### config.mk
export PLATFORM = sky130hd
export DESIGN_NAME = rf_write_sched_flat
export DESIGN_NICKNAME = d
export VERILOG_FILES = /design/src/rtl/rf_write_sched_pkg.sv /design/src/rtl/rf_write_sched_if.sv /design/src/rtl/rf_write_sched_rr_arb2.sv /design/src/rtl/rf_write_sched.sv /design/src/flat_wrapper.sv
export SDC_FILE = /design/constraint.sdc
export NUM_CORES = 1
export LEC_CHECK = 0
export CAP_MARGIN = 5
export CORE_MARGIN = 1.5
export CORE_UTILIZATION = 34
export DETAILED_ROUTE_END_ITERATION = 16
export PLACE_DENSITY = 0.81
export SLEW_MARGIN = 15
export SYNTH_ARGS = -nofsm -noshare
export SYNTH_HDL_FRONTEND = slang
export SYNTH_SLANG_ARGS = --single-unit
### constraint.sdc
create_clock -name clk -period 1.5 [get_ports clk]
set_input_delay 0.375 -clock clk [delete_from_list [all_inputs] [get_ports clk]]
set_output_delay 0.375 -clock clk [all_outputs]
set_load 0.1 [all_outputs]
### src/rtl/rf_write_sched_pkg.sv
// Shared types and defaults for the register-file write scheduler.
// Optional feature macro: RF_SCOREBOARD_EN (pending-write scoreboard).
package rf_sched_pkg;

  localparam int RF_DATA_W = 16;
  localparam int RF_ADDR_W = 4;
  localparam int NUM_REGS  = 1 << RF_ADDR_W;

  // One writeback request as seen by the scheduler.
  typedef struct packed {
    logic                 valid;
    logic [RF_ADDR_W-1:0] addr;
    logic [RF_DATA_W-1:0] data;
  } wb_req_t;

  // Requester identity; also the encoding of the round-robin pointer.
  typedef enum logic {
    WB_ALU = 1'b0,
    WB_MEM = 1'b1
  } wb_id_t;

endpackage

### src/rtl/rf_write_sched_if.sv
// Writeback and reservation handshakes between the pipeline and the
// register-file write scheduler. Optional feature macro: RF_SCOREBOARD_EN.
interface rf_write_sched_if
  import rf_sched_pkg::*;
#(
  parameter int DATA_W = RF_DATA_W,
  parameter int ADDR_W = RF_ADDR_W
) ();

  logic              wb0_valid;
  logic              wb0_ready;
  logic [ADDR_W-1:0] wb0_addr;
  logic [DATA_W-1:0] wb0_data;

  logic              wb1_valid;
  logic              wb1_ready;
  logic [ADDR_W-1:0] wb1_addr;
  logic [DATA_W-1:0] wb1_data;

  logic              rsv_valid;
  logic              rsv_ready;
  logic [ADDR_W-1:0] rsv_addr;

  modport master (
    output wb0_valid, wb0_addr, wb0_data,
    output wb1_valid, wb1_addr, wb1_data,
    output rsv_valid, rsv_addr,
    input  wb0_ready, wb1_ready, rsv_ready
  );

  modport slave (
    input  wb0_valid, wb0_addr, wb0_data,
    input  wb1_valid, wb1_addr, wb1_data,
    input  rsv_valid, rsv_addr,
    output wb0_ready, wb1_ready, rsv_ready
  );

endinterface

### src/rtl/rf_write_sched_rr_arb2.sv
// Two-input round-robin arbiter with a one-bit "last winner" pointer.
// The pointer only moves when both inputs contend and the grant is taken.
// Optional feature macro of the enclosing block: RF_SCOREBOARD_EN (unused here).
module rr_arb2
  import rf_sched_pkg::*;
(
  input  logic       clk,
  input  logic       clear_n_i,
  input  logic [1:0] req_i,
  input  logic       accept_i,
  output logic [1:0] gnt_o
);

  wb_id_t last_q, last_d;

  // Grant: a lone requester wins; on contention the port other than last wins.
  always_comb begin
    gnt_o = 2'b00;
    case (req_i)
      2'b01:   gnt_o = 2'b01;
      2'b10:   gnt_o = 2'b10;
      2'b11:   gnt_o = (last_q == WB_MEM) ? 2'b01 : 2'b10;
      default: gnt_o = 2'b00;
    endcase
  end

  // Pointer next state: record the winner of an accepted contested grant.
  always_comb begin
    last_d = last_q;
    if (accept_i && (req_i == 2'b11)) begin
      last_d = gnt_o[1] ? WB_MEM : WB_ALU;
    end
  end

  // Pointer register; reset value makes port 0 win the first conflict.
  always_ff @(posedge clk) begin
    if (!clear_n_i) begin
      last_q <= WB_MEM;
    end else begin
      last_q <= last_d;
    end
  end

endmodule

### src/rtl/rf_write_sched.sv
// Register-file write-port scheduler: round-robin between ALU and memory
// writeback, registered write onto C/Caddr/Load, and an optional
// RAW/WAW scoreboard enabled by the macro RF_SCOREBOARD_EN.
module rf_write_sched
  import rf_sched_pkg::*;
#(
  parameter int DATA_W = RF_DATA_W,
  parameter int ADDR_W = RF_ADDR_W
) (
  input  logic              clk,
  input  logic              Clear,
  rf_write_sched_if.slave   wb,
  input  logic [ADDR_W-1:0] Aaddr,
  input  logic [ADDR_W-1:0] Baddr,
  input  logic              Aen,
  input  logic              Ben,
  output logic              stall,
  output logic [DATA_W-1:0] C,
  output logic [ADDR_W-1:0] Caddr,
  output logic              Load
);

  logic [1:0]        req;
  logic [1:0]        gnt;
  logic              xfer;
  wb_id_t            win_id;
  logic [ADDR_W-1:0] win_addr;
  logic [DATA_W-1:0] win_data;

  logic              load_q, load_d;
  logic [DATA_W-1:0] c_q, c_d;
  logic [ADDR_W-1:0] caddr_q, caddr_d;

  // Requests are masked during reset so no handshake completes then.
  assign req = {wb.wb1_valid, wb.wb0_valid} & {2{Clear}};

  rr_arb2 u_arb (
    .clk       (clk),
    .clear_n_i (Clear),
    .req_i     (req),
    .accept_i  (xfer),
    .gnt_o     (gnt)
  );

  assign wb.wb0_ready = gnt[0];
  assign wb.wb1_ready = gnt[1];
  assign xfer         = |gnt;
  assign win_id       = gnt[1] ? WB_MEM : WB_ALU;
  assign win_addr     = (win_id == WB_MEM) ? wb.wb1_addr : wb.wb0_addr;
  assign win_data     = (win_id == WB_MEM) ? wb.wb1_data : wb.wb0_data;

  // Write-port next state: pulse Load on a transfer, otherwise hold data.
  always_comb begin
    load_d  = xfer;
    c_d     = c_q;
    caddr_d = caddr_q;
    if (xfer) begin
      c_d     = win_data;
      caddr_d = win_addr;
    end
  end

  // Write-port register; reset drops any write in flight.
  always_ff @(posedge clk) begin
    if (!Clear) begin
      load_q  <= 1'b0;
      c_q     <= '0;
      caddr_q <= '0;
    end else begin
      load_q  <= load_d;
      c_q     <= c_d;
      caddr_q <= caddr_d;
    end
  end

  assign Load  = load_q;
  assign C     = c_q;
  assign Caddr = caddr_q;

`ifdef RF_SCOREBOARD_EN
  localparam int NREG = 1 << ADDR_W;

  logic [NREG-1:0] busy_q, busy_d;
  logic [NREG-1:0] set_mask, clr_mask;
  logic            rsv_take;

  assign wb.rsv_ready = ~busy_q[wb.rsv_addr];
  assign rsv_take     = wb.rsv_valid & wb.rsv_ready;
  assign stall        = (Aen & busy_q[Aaddr]) | (Ben & busy_q[Baddr]);

  // Busy next state: writeback clears, reservation sets; set applied last wins.
  always_comb begin
    set_mask = '0;
    clr_mask = '0;
    if (rsv_take) set_mask[wb.rsv_addr] = 1'b1;
    if (xfer)     clr_mask[win_addr]    = 1'b1;
    busy_d = (busy_q & ~clr_mask) | set_mask;
  end

  // Pending-write mask register.
  always_ff @(posedge clk) begin
    if (!Clear) begin
      busy_q <= '0;
    end else begin
      busy_q <= busy_d;
    end
  end
`else
  logic unused_sb;

  assign wb.rsv_ready = 1'b1;
  assign stall        = 1'b0;
  assign unused_sb    = ^{wb.rsv_valid, wb.rsv_addr, Aaddr, Baddr, Aen, Ben};
`endif

endmodule

### src/flat_wrapper.sv
// flat-port wrapper written by rule: the top's interface ports become plain ports
module rf_write_sched_flat import rf_sched_pkg::*;
#(
  parameter int DATA_W = RF_DATA_W,
  parameter int ADDR_W = RF_ADDR_W
)
  (clk, Clear, Aaddr, Baddr, Aen, Ben, stall, C, Caddr, Load, wb_wb0_valid, wb_wb0_addr, wb_wb0_data, wb_wb1_valid, wb_wb1_addr, wb_wb1_data, wb_rsv_valid, wb_rsv_addr, wb_wb0_ready, wb_wb1_ready, wb_rsv_ready);
  rf_write_sched_if #(.DATA_W(DATA_W), .ADDR_W(ADDR_W)) wb_i ();
  input  logic clk;
  input  logic Clear;
  input  logic [ADDR_W-1:0] Aaddr;
  input  logic [ADDR_W-1:0] Baddr;
  input  logic Aen;
  input  logic Ben;
  output logic stall;
  output logic [DATA_W-1:0] C;
  output logic [ADDR_W-1:0] Caddr;
  output logic Load;
  input wire logic [$bits(wb_i.wb0_valid)-1:0] wb_wb0_valid;
  input wire logic [$bits(wb_i.wb0_addr)-1:0] wb_wb0_addr;
  input wire logic [$bits(wb_i.wb0_data)-1:0] wb_wb0_data;
  input wire logic [$bits(wb_i.wb1_valid)-1:0] wb_wb1_valid;
  input wire logic [$bits(wb_i.wb1_addr)-1:0] wb_wb1_addr;
  input wire logic [$bits(wb_i.wb1_data)-1:0] wb_wb1_data;
  input wire logic [$bits(wb_i.rsv_valid)-1:0] wb_rsv_valid;
  input wire logic [$bits(wb_i.rsv_addr)-1:0] wb_rsv_addr;
  output wire logic [$bits(wb_i.wb0_ready)-1:0] wb_wb0_ready;
  output wire logic [$bits(wb_i.wb1_ready)-1:0] wb_wb1_ready;
  output wire logic [$bits(wb_i.rsv_ready)-1:0] wb_rsv_ready;
  assign wb_i.wb0_valid = wb_wb0_valid;
  assign wb_i.wb0_addr = wb_wb0_addr;
  assign wb_i.wb0_data = wb_wb0_data;
  assign wb_i.wb1_valid = wb_wb1_valid;
  assign wb_i.wb1_addr = wb_wb1_addr;
  assign wb_i.wb1_data = wb_wb1_data;
  assign wb_i.rsv_valid = wb_rsv_valid;
  assign wb_i.rsv_addr = wb_rsv_addr;
  assign wb_wb0_ready = wb_i.wb0_ready;
  assign wb_wb1_ready = wb_i.wb1_ready;
  assign wb_rsv_ready = wb_i.rsv_ready;
  rf_write_sched #(.DATA_W(DATA_W), .ADDR_W(ADDR_W)) u_core (.clk(clk), .Clear(Clear), .wb(wb_i), .Aaddr(Aaddr), .Baddr(Baddr), .Aen(Aen), .Ben(Ben), .stall(stall), .C(C), .Caddr(Caddr), .Load(Load));
endmodule
# ---- Word-level counts from Yosys, hierarchy flattened
# Cells that the tools add are included.
dict set report classes {
  n_eq_ne 3
  muxes 5
  bitwise 1
  n_reduce_logical 2
}
# op n
set ops {}
lappend ops {{two-way mux 16 bit} 1}
lappend ops {{case mux 2 bit (3 select lines)} 1}
lappend ops {{equality test 2 bit (second input constant)} 2}
lappend ops {{two-way mux 4 bit} 1}
lappend ops {{AND 2 bit} 1}
lappend ops {{equality test 2 x 1 -> 1 bit (second input constant)} 1}
lappend ops {{two-way mux 2 bit} 1}
lappend ops {{OR reduction 2 bit} 1}
lappend ops {{logical AND 1 bit} 1}
lappend ops {{two-way mux 1 bit} 1}
dict set report totals {
  regBits 22
  input_bits 59
}

# ---- Logic depth before layout (Yosys ltp)
dict set report depth {
  depth_word 5
  mapped_depth 5
  mapped_depth_nobuf 3
}

# ---- Hierarchy
# From an unflattened synthesis, not the netlist that was laid out.
dict set report hier_totals {
  hier_cells 104
  hier_area_um2 1209.9
}
# mod instances cells_per_inst area_per_inst_um2 seq_area_each_um2
set modules_own_cells {}
lappend modules_own_cells {rf_write_sched 1 97 1147.4 420.4}
lappend modules_own_cells {rr_arb2 1 7 62.6 20.0}

# ---- Worst setup path after synthesis
# OpenSTA, ideal clock, no wires.
dict set report synth_path {
  kind {in2out}
  startpoint {in Clear}
  endpoint {out wb_wb0_ready}
  arrival_ns 2.326
  required_time_ns 1.125
  setup_slack_ns -1.201
  cell_stages 4
  cell_sequence {buf_2 > clkbuf_1 > nand2_1 > a21oi_1}
}
dict set report synth_between {
  elab_chain_len 3
  elab_cells_between_ends 5
  classes_between {eq/ne (3); mux (1); bitwise (1)}
}
# element line_no
set synth_rtl {}
lappend synth_rtl {{start, declared} flat_wrapper.sv:10} ;# input logic Clear;
lappend synth_rtl {{AND 2 bit (*)} rf_write_sched.sv:35} ;# assign req = {wb.wb1_valid, wb.wb0_valid} & {2{Clear}};
lappend synth_rtl {{equality test 2 bit / equality test 2 x 1 -> 1 bit (equally long branches)} rf_write_sched_rr_arb2.sv:19} ;# case (req_i)
lappend synth_rtl {{case mux 2 bit (3 select lines) (*)} rf_write_sched_rr_arb2.sv:19}
lappend synth_rtl {{end, declared} flat_wrapper.sv:27} ;# output wire logic [$bits(wb_i.wb0_ready)-1:0] wb_wb0_ready;
# Every way passes the cells marked *; elsewhere a longest branch is shown, timed or not.

# ---- Final worst setup path
# Same ends and word-level chain as after synthesis.

==> results_dict.tcl <==
set metrics [dict create \
    status "complete, but fails checks" \
    violations "setup timing" \
    synth_edf_count 0 \
    synth_mux_area_frac 0 \
    comb_power_share 0.481 \
    finClkSkew_ns 0.006983 \
    rsz0062_at_grt "true" \
    crit_fanout 4 \
    timing.hold.ws_ns 0.5260 \
    antenna_found_initial 0 \
    worstSetupPathType "input port to output port" \
    power_frac_seq 0.352 \
    area_growth_pct 92.76 \
    p_clk_frac 0.168 \
    drt-wirelength-per-cell_um 15.60 \
    first_iter_violations 128 \
    grt.total_usage 0.2218 \
    row_count 20 \
    post-route-period-util 1.009 \
    viasPerCell 5.547 \
    grt_pass1_wl_um 6106 \
    route.vias.total 1370 \
    fp.dieH_um 60.49 \
    cts_tree "built" \
    overflow 0 \
    clk_pin_slew_ns 0.12 \
    switching_share 0.4145 \
    clockBufferDepth 2 \
    dr.pass1.iters 4 \
    synth_largest_type_area_fraction 0.3920 \
    synth.most_common_cell "nand2_1" \
    power.density_nw_per_um2 915.9 \
    synthAdderAreaFrac 0 \
    start_kind "input port" \
    hp-start "u_core.Caddr[0]" \
    holdBufCountCts 0 \
    grt_pass1_vias 1328 \
    die_area_sq_um 3658 \
    postLayoutCellArea_sq_um 2166 \
    leakage_nw 0.8216 \
    place_congestion 0.7640 \
    layout_min_cycle_time_ns 1.514 \
    setup_ws_ns -0.01424 \
    met2_usage 0.4193 \
    max-cap-violations 0 \
    clock_latency_ns 0.30 \
    synth_nets 195 \
    placed_area_sq_um 2086 \
    worst-endpoint-required_ns 1.12 \
    synth_common_cells "42 x nand2_1, 22 x dfxtp_1, 20 x o2111ai_1, 20 x o311ai_1, 12 x buf_2" \
    hp-class "register to register" \
    initial_core_util 0.3621 \
    htree_levels 1 \
    synth_ff_type "dfxtp_1" \
    synth_compound_area_frac 0.3330 \
    synth_top_area_cell "dfxtp_1" \
    numCtsBuffers 3 \
    preCtsSetupSlack_ns -0.3710 \
    coreArea_sq_um 3103 \
    ys_types 18 \
    syn_area_sq_um 1124 \
    gr-usage-met1 0.2451 \
    final_max_slew_viol_count 0 \
    grt_busiest_layer "met2" \
    grtUsageMet3 0.05757 \
    synth_xor_area_frac 0 \
    finalSetupViolCount 1 \
    dp_hpwl_um 2880 \
    grt_max_degree 21 \
    arrival_ns 1.14 \
    fin_setup_tns_ns -0.01424 \
    yosys-top-cells-area "dfxtp_1 39%, o2111ai_1 16%, o311ai_1 16%" \
    syn_avg_cell_area_sq_um 8.262 \
    drc 0 \
    root_buffer "clkbuf_4" \
    postSynthCellCount 136 \
    die_x_um 60.49 \
    io_pins 84 \
    drive_above_1_share 0.2562 \
    intPower_mw 1.162 \
    clock-sinks 22 \
    port_buffers 66 \
    antennaDiodeCount 0 \
    async_reset_ff_frac 0 \
    fin_util 0.6980 \
    ys_ff_latch 22 \
    ys_seq_area_frac 0.3920 \
    fmax_mhz 660.4 \
    hold_violations 0 \
    ant_nets 0 \
    routed_wl_um 3853 \
    power.switching_mw 0.8222 \
    cp-end-kind "output port" \
    yosysWarnings 0 \
    cp-startpoint "Clear" \
    ir_worst_vdd_uv 490.2 \
    synth_top_family_by_area "compound AO/OA/AOI/OAI gates" \
    nets 263 \
    synth_simple_gate_area_share 0.1615 \
    reg2reg_from "u_core.u_arb.last_q" \
]
power by group through the flow:
stage               clock, mW  sequential, mW  combinational [mW]
floorplan                   0            1.05               0.197
global placement            0           0.705               0.929
detailed placement          0           0.710               0.943
CTS                     0.346           0.698               0.950
global route            0.376           0.704               0.988
finish                  0.333           0.698               0.954
logic make-up after synthesis:
logic type / count (synthesis)
simple gates: 46
other cells: 2
compound gates: 44
flops: 22
buf+inv: 22
metal layers:
| metal | vias to the layer above | wire, um |
|---|---|---|
| met4 | 0 | 27 |
| li1 | 647 | - |
| met2 | 94 | 1925 |
| met1 | 621 | 1550 |
| met5 | - | 0 |
| met3 | 8 | 349 |
sequential cells by signal, summed over array words and instances, names as in the netlist:
register	flops
u_core.C	16
u_core.u_arb.last_q	1
u_core.Caddr	4
u_core.Load	1
worst max-delay path, stage by stage:
cell and delay, ns:
clkdlybuf4s15_1 0.25, buf_6 0.14, nand2_4 0.05, a21oi_4 0.14
buf_12 0.19
cell usage in the layout, fill, tap and decap left out, drive strengths merged:
master,Yosys,routed
a21oi,3,3
and3,1,1
buf,16,40
clkbuf,4,4
clkdlybuf4s15,0,2
clkdlybuf4s50,0,40
conb,2,2
dfxtp,22,22
dlygate4sd2,0,1
inv,1,2
nand2,42,42
nor2,1,1
nor2b,1,1
nor3b,1,1
o2111ai,20,20
o21ai,1,1
o311ai,20,20
stage by stage:
step | power, mW | std cells
5_1_grt | 2.068 | 247
2_1_floorplan | 1.249 | 136
3_3_place_gp | 1.634 | 240
6_report | 1.984 | 247
4_1_cts | 1.993 | 246
3_5_place_dp | 1.653 | 240
worst paths after layout:
| path | slack, ns | depth (start not counted) | end |
|---|---|---|---|
| min reg2reg | 0.53 | 2 | u_core.Caddr[0] |
| min | 0.53 | 2 | u_core.Caddr[0] |
| max reg2reg | 0.21 | 5 | u_core.C[1] |
| max | -0.01 | 5 | wb_wb0_ready |
layout make-up:
cell class	instances	area, sq um
repair buffers	83	1026
clock buffers	4	36.28
inverters	2	10.01
multi-input cells	92	594.3
well taps	44	55.05
fillers	261	937.1
flip-flops and latches	22	444.2
what timing repair did:
item / in CTS / in global routing
setup endpoints to repair: 3 / 2
pin swaps: 3 / 1
setup buffers: 2 / 1
gates resized for setup: 10 / 3
Note: power is estimated with default switching activity, not from simulation.
